==> config.mk <==
export PLATFORM = sky130hd
export DESIGN_NAME = mcp_rx_ctrl
export DESIGN_NICKNAME = d
export VERILOG_FILES = /design/src/rtl/mcp_rx_ctrl.sv
export SDC_FILE = /design/constraint.sdc
export NUM_CORES = 1
export LEC_CHECK = 0
export CORE_MARGIN = 5
export CORE_UTILIZATION = 46
export DETAILED_ROUTE_END_ITERATION = 10
export PLACE_DENSITY = 0.86
export RECOVER_POWER = 25
export SLEW_MARGIN = 20
export SYNTH_ARGS = -nofsm -noshare
export SYNTH_HDL_FRONTEND = slang
export SYNTH_SLANG_ARGS = --single-unit
==> constraint.sdc <==
create_clock -name clk_b -period 1.5 [get_ports clk_b]
set_clock_uncertainty 0.15 [all_clocks]
set_input_delay 0.3 -clock clk_b [delete_from_list [all_inputs] [get_ports clk_b]]
set_output_delay 0.3 -clock clk_b [all_outputs]
set_load 0.01 [all_outputs]
==> src/rtl/mcp_rx_ctrl.sv <==
// Multi-channel MCP receive controller in the clk_b domain: toggle sync, edge detect, capture, ack.
// Optional macro MCP_RX_OVERRUN_DET_EN adds sticky per-channel overrun flags (b_ovr / ovr_clr).
module mcp_rx_ctrl #(
    parameter int unsigned NCH         = 2,
    parameter int unsigned DW          = 8,
    parameter int unsigned SYNC_STAGES = 2,
    parameter int unsigned AUTO_LOAD   = 0
) (
    input  logic              clk_b,
    input  logic              rst_b,
    input  logic [NCH-1:0]    a_req_tgl,
    input  logic [NCH*DW-1:0] a_data,
    input  logic [NCH-1:0]    bload,
    output logic [NCH-1:0]    bvalid,
    output logic [NCH*DW-1:0] b_data,
    output logic [NCH-1:0]    b_ack_tgl
`ifdef MCP_RX_OVERRUN_DET_EN
   ,output logic [NCH-1:0]    b_ovr,
    input  logic [NCH-1:0]    ovr_clr
`endif
);

    typedef enum logic {ST_WAIT = 1'b0, ST_READY = 1'b1} state_e;

    state_e                          state_q [NCH];
    state_e                          state_d [NCH];
    logic [NCH-1:0][SYNC_STAGES-1:0] sync_q;
    logic [NCH-1:0]                  edge_q;
    logic [NCH-1:0]                  req_evt;
    logic [NCH-1:0]                  load;
    logic [NCH-1:0]                  pend_q, pend_d;
    logic [NCH-1:0]                  ack_q, ack_d;
    logic [NCH*DW-1:0]               data_q, data_d;
`ifdef MCP_RX_OVERRUN_DET_EN
    logic [NCH-1:0]                  ovr_q, ovr_d;
`endif

    assign load = (AUTO_LOAD != 0) ? '1 : bload;

    always_comb begin
        req_evt = '0;
        for (int unsigned c = 0; c < NCH; c++) begin
            req_evt[c] = sync_q[c][SYNC_STAGES-1] ^ edge_q[c];
        end
    end

    always_ff @(posedge clk_b) begin
        if (rst_b) begin
            sync_q <= '0;
            edge_q <= '0;
            pend_q <= '0;
            ack_q  <= '0;
            data_q <= '0;
`ifdef MCP_RX_OVERRUN_DET_EN
            ovr_q  <= '0;
`endif
            for (int unsigned c = 0; c < NCH; c++) begin
                state_q[c] <= ST_WAIT;
            end
        end else begin
            for (int unsigned c = 0; c < NCH; c++) begin
                sync_q[c]  <= {sync_q[c][SYNC_STAGES-2:0], a_req_tgl[c]};
                edge_q[c]  <= sync_q[c][SYNC_STAGES-1];
                state_q[c] <= state_d[c];
            end
            pend_q <= pend_d;
            ack_q  <= ack_d;
            data_q <= data_d;
`ifdef MCP_RX_OVERRUN_DET_EN
            ovr_q  <= ovr_d;
`endif
        end
    end

    always_comb begin
        for (int unsigned c = 0; c < NCH; c++) begin
            state_d[c] = state_q[c];
            case (state_q[c])
                ST_WAIT:  if (req_evt[c] || pend_q[c]) state_d[c] = ST_READY;
                ST_READY: if (load[c])                 state_d[c] = ST_WAIT;
                default:                               state_d[c] = ST_WAIT;
            endcase
        end
    end

    // A request seen while READY is parked in pend and replayed after one WAIT cycle.
    always_comb begin
        bvalid = '0;
        pend_d = pend_q;
        ack_d  = ack_q;
        data_d = data_q;
`ifdef MCP_RX_OVERRUN_DET_EN
        ovr_d  = ovr_q & ~ovr_clr;
`endif
        for (int unsigned c = 0; c < NCH; c++) begin
            bvalid[c] = (state_q[c] == ST_READY);
            if (state_q[c] == ST_WAIT) begin
                if (req_evt[c] || pend_q[c]) begin
                    data_d[c*DW +: DW] = a_data[c*DW +: DW];
                    pend_d[c]          = 1'b0;
                end
            end else begin
                if (load[c]) begin
                    ack_d[c] = ~ack_q[c];
                end
                if (req_evt[c]) begin
                    if (!pend_q[c]) begin
                        pend_d[c] = 1'b1;
                    end
`ifdef MCP_RX_OVERRUN_DET_EN
                    else begin
                        ovr_d[c] = 1'b1;
                    end
`endif
                end
            end
        end
    end

    assign b_data    = data_q;
    assign b_ack_tgl = ack_q;
`ifdef MCP_RX_OVERRUN_DET_EN
    assign b_ovr     = ovr_q;
`endif

endmodule
-- Yosys cells after proc, flatten, opt, wreduce, memory -nomap -nowiden
Memory sizes are Yosys's and may differ from the RTL's.
Index checks and enable logic that the tools add are counted.
- bits in registers: 26
- memory bits (writable): 2
- input bits: 22
- output and inout bits: 20
- word-level logic and storage cells: 47
- memories kept: 1
- memory list (name ; depth ; bits a word ; read ports ; clocked after Yosys merged registers in ; write ports ; RTL line ; RTL):
    state_q ; 2 ; 1 ; 2 ; 0 ; 2 ; 25 ; state_e state_q [NCH];
- equality and inequality tests: 2
- mux-type cells: 17
- bitwise operators: 8
- reductions and logical operators: 10
- operators by type and width (kind ; number):
    $mux W1 ; 15
    $reduce_and A2 Y1 ; 6
    $ne A2 B1 Y1 const B ; 2
    $not A1 Y1 ; 4
    $pmux W1 S2 ; 2
    $reduce_bool A2 Y1 ; 2
    $logic_or A1 B1 Y1 ; 2
    $or A1 B1 Y1 ; 2
    $xor A1 B1 Y1 ; 2

-- Longest topological paths before layout
- depth after elaboration: 5
- gate-level depth with buffers: 5
- mapped depth without buffers: 3

-- Least setup slack after synthesis
No wires, ideal clock.
- kind: reg2reg
- from: memory state_q[0][0] in the netlist's numbering
- to: register ack_q[0] (netlist: b_ack_tgl[0])
- library setup time: 0.128 ns
- arrival time: 1.087 ns
- data required time: 1.222 ns
- setup slack: 0.135 ns
- stages on the path, launching flop included: 6
- buffers on the path: 2
- period minus slack after synthesis: 1.365 ns
- cell sequence: dfxtp_1 > clkbuf_1 > clkbuf_1 > nand2_1 > xor2_1 > nor2_1
- RTL lines (item ; RTL line ; RTL):
    start: declaration ; 25 ;
    end signal: assignment ; 67 ; ack_q <= ack_d;
    end: declaration ; 32 ; logic [NCH-1:0] ack_q, ack_d;

-- Worst setup path in the final report
- from: register data_q[15] (netlist: b_data[15])
- to: output b_data[15]
- RTL lines (item ; RTL line ; RTL):
    start: declaration ; 33 ; logic [NCH*DW-1:0] data_q, data_d;
    start signal: assignment ; 68 ; data_q <= data_d;
    end: declaration ; 15 ; output logic [NCH*DW-1:0] b_data,
No word-level cell between the ends.

==> flow_summary.toml <==
[timing]
drv_slew = 0
max_freq_mhz = 688
worstMarginPinSlew_ns = 0.342
hold_viol_final = 0
setup_violations = 0
grt_setup_unrepaired = "yes"
hold_slack_ns = 0.316
slew_headroom = 0.772
period_share = 0.969
fin_crit_ns = 1.45

[yosys]
synth.top_cell.area_share = 0.410
synth_warnings = 0
synthTopCellsByArea = "dfxtp_1 41%, or4b_1 11%, and3b_1 9.6%"
yosys.area_share.simple = 0.409
synth_area_leader_cell = "dfxtp_1"
synth_top_family_by_area = "simple AND/OR/NAND/NOR gates"
synth_nets = 170
synth_ff_type = "dfxtp_1"
synth.distinct_cells = 21
synth_area_per_cell_um2 = 9.23
synth_mux_area_frac = 0.00733
synth_fa_ha_area_frac = 0
synth_seq_cells = 28
synthArstFlopShare = 0
synth_compound_area_frac = 0.0897
synthXorXnorAreaFrac = 0.0256
ys_seq_area_frac = 0.410
syn_area_um2 = 1370
synth_edf_count = 0
syn_inst = 148

[cts]
cts_tree = "yes"
cts_setup_buffers = 0
insertion_delay_ns = 0.32
htree_levels = 1
clock_path_buffers = 2
cts_buffers = 3
cts.reportedPaths.clkPinSlew_ns = 0.14
holdBufCountCts = 0
clockRootBuffer = "clkbuf_4"
cts.sink_count = 28

[setup_path]
path_class = "flip-flop to output port"
critPathMaxFanout = 3
end_kind = "output port"
worstPathRequired_ns = 1.05
cpMaxStageDelayCell = "dfxtp_1"
cp_num_buf_inv = 1
crit_chain = "dlygate4sd2_1"
cp-start-kind = "flip-flop"
critPathTopFamily = "flip-flops"
crit_path_max_incr_delay_ns = 0.39
critPathArrivalTime_ns = 1.00

[routing]
vias = 1302
drtPass1Iterations = 4
post_drt_via_cell_ratio = 5.95
drtIter0Drc = 96
drc_errors = 0
routed_wl_mm = 3.38
drtAntennaViolNets = 0
wl_per_cell_um = 15.4

[finish]
fin_cells = 219
layout_commonest_cell = "clkdlybuf4s50_1"
fin_nets = 212
final_cell_mix = "21 x clkdlybuf4s50_1, 20 x dfxtp_1, 20 x dlygate4sd2_1"
n_antenna_cell = 0
drive_above_1_share = 0.117
areaGrowthSynthToFinish_pct = 35.3

[floorplanning]
die_area_um2 = 4160
rows = 19
core_area_um2 = 2810
die_h_um = 64.5
die_w_um = 64.5
pin_count = 42
initial_core_util = 0.487

[power]
p_sw_uw = 374
power.density_nw_per_um2 = 761
power_frac_seq = 0.584
vdd_ir_drop_max_mv = 0.734
p_comb_frac = 0.202
switching_share = 0.266
p_int_uw = 1030
power.share.clock = 0.214
leakagePower_uw = 0.000893

[place]
port_buffers = 41
dpl.hpwl_mm = 2.42
dp_cells = 216
routabilityCongestion = 0.787

[global_routing]
grt_pass1_vias = 1283
grt_max_degree = 36
grt_overflow = 0
antenna_found_initial = 0
track_usage = 0.170
grt_pass1_wl_mm = 5.81

[run_status]
status = "completed"

[min_path]
min_path_type = "flip-flop to flip-flop"

[run]
maxCapViolations = 0
logic make-up after synthesis:
kind of cell / count (synthesis)
simple gates: 80
flops: 28
compound gates: 18
buf+inv: 17
xor+xnor: 4
mux: 1
flip-flops by register name, indices dropped and copies added (netlist names):
signal and cells:
state_q 2, b_ack_tgl 2, b_data 16, sync_q 4, pend_q 2, edge_q 2
final cells by class:
class / instances / area [um2]
inverters: 3 / 13.8
clock buffers: 3 / 22.5
repair buffers: 51 / 457
multi-input cells: 103 / 746
fillers: 245 / 957
flip-flops and latches: 28 / 571
well taps: 31 / 38.8
routing by layer:
metal,vias up,global-route usage,part of all wire
li1,651,-,-
met1,625,0.208,0.44
met2,22,0.298,0.52
met3,4,0.0415,0.033
met4,0,0.0449,0.0098
met5,-,0,0
path summary, 6_finish.rpt:
| path | startpoint | to | slack (ns) | depth (start not counted) |
|---|---|---|---|---|
| setup reg to reg | sync_q[3] | b_data[12] | 0.09 | 4 |
| hold reg to reg | sync_q[2] | sync_q[3] | 0.32 | 1 |
| setup / recovery | b_data[15] | b_data[15] | 0.05 | 1 |
| hold / removal | sync_q[2] | sync_q[3] | 0.32 | 1 |
synthesized netlist by cell type, drive strengths merged (2+ instances only):
library cell   n
inv            3
nor3b          2
buf            3
or4b          15
nand4         15
and3b         15
nor2           2
o211a          2
dfxtp         28
nor2b          8
a31oi         15
xor2           2
nand2          5
xnor2          2
nand3         16
and3           2
clkbuf        11
through the flow:
| stage | setup slack (ns) | area, um2 | total power (uW) | utilization | setup TNS, ns |
|---|---|---|---|---|---|
| after floorplan | 0.135 | 1370 | 967 | - | 0 |
| after global placement | -0.249 | 1820 | 1130 | 0.650 | -4.82 |
| after detailed placement | -0.313 | 1820 | 1140 | 0.650 | -6.21 |
| after CTS | 0.0144 | 1830 | 1410 | 0.653 | 0 |
| after global routing | -0.00160 | 1850 | 1490 | 0.659 | -0.00160 |
| final | 0.0461 | 1850 | 1410 | 0.659 | 0 |
repair_timing:
action,CTS,global route
gates resized for setup,24,8
setup endpoints to repair,30,23
cloned,0,0
power by group through the flow:
| stage | Sequential [uW] | Combinational [uW] | Clock (uW) |
|---|---|---|---|
| floorplan | 848 | 120 | 0 |
| global placement | 832 | 295 | 0 |
| detailed placement | 835 | 305 | 0 |
| CTS | 819 | 281 | 313 |
| global route | 830 | 309 | 347 |
| finish | 822 | 284 | 301 |
Power figures use the tool's default switching activity.
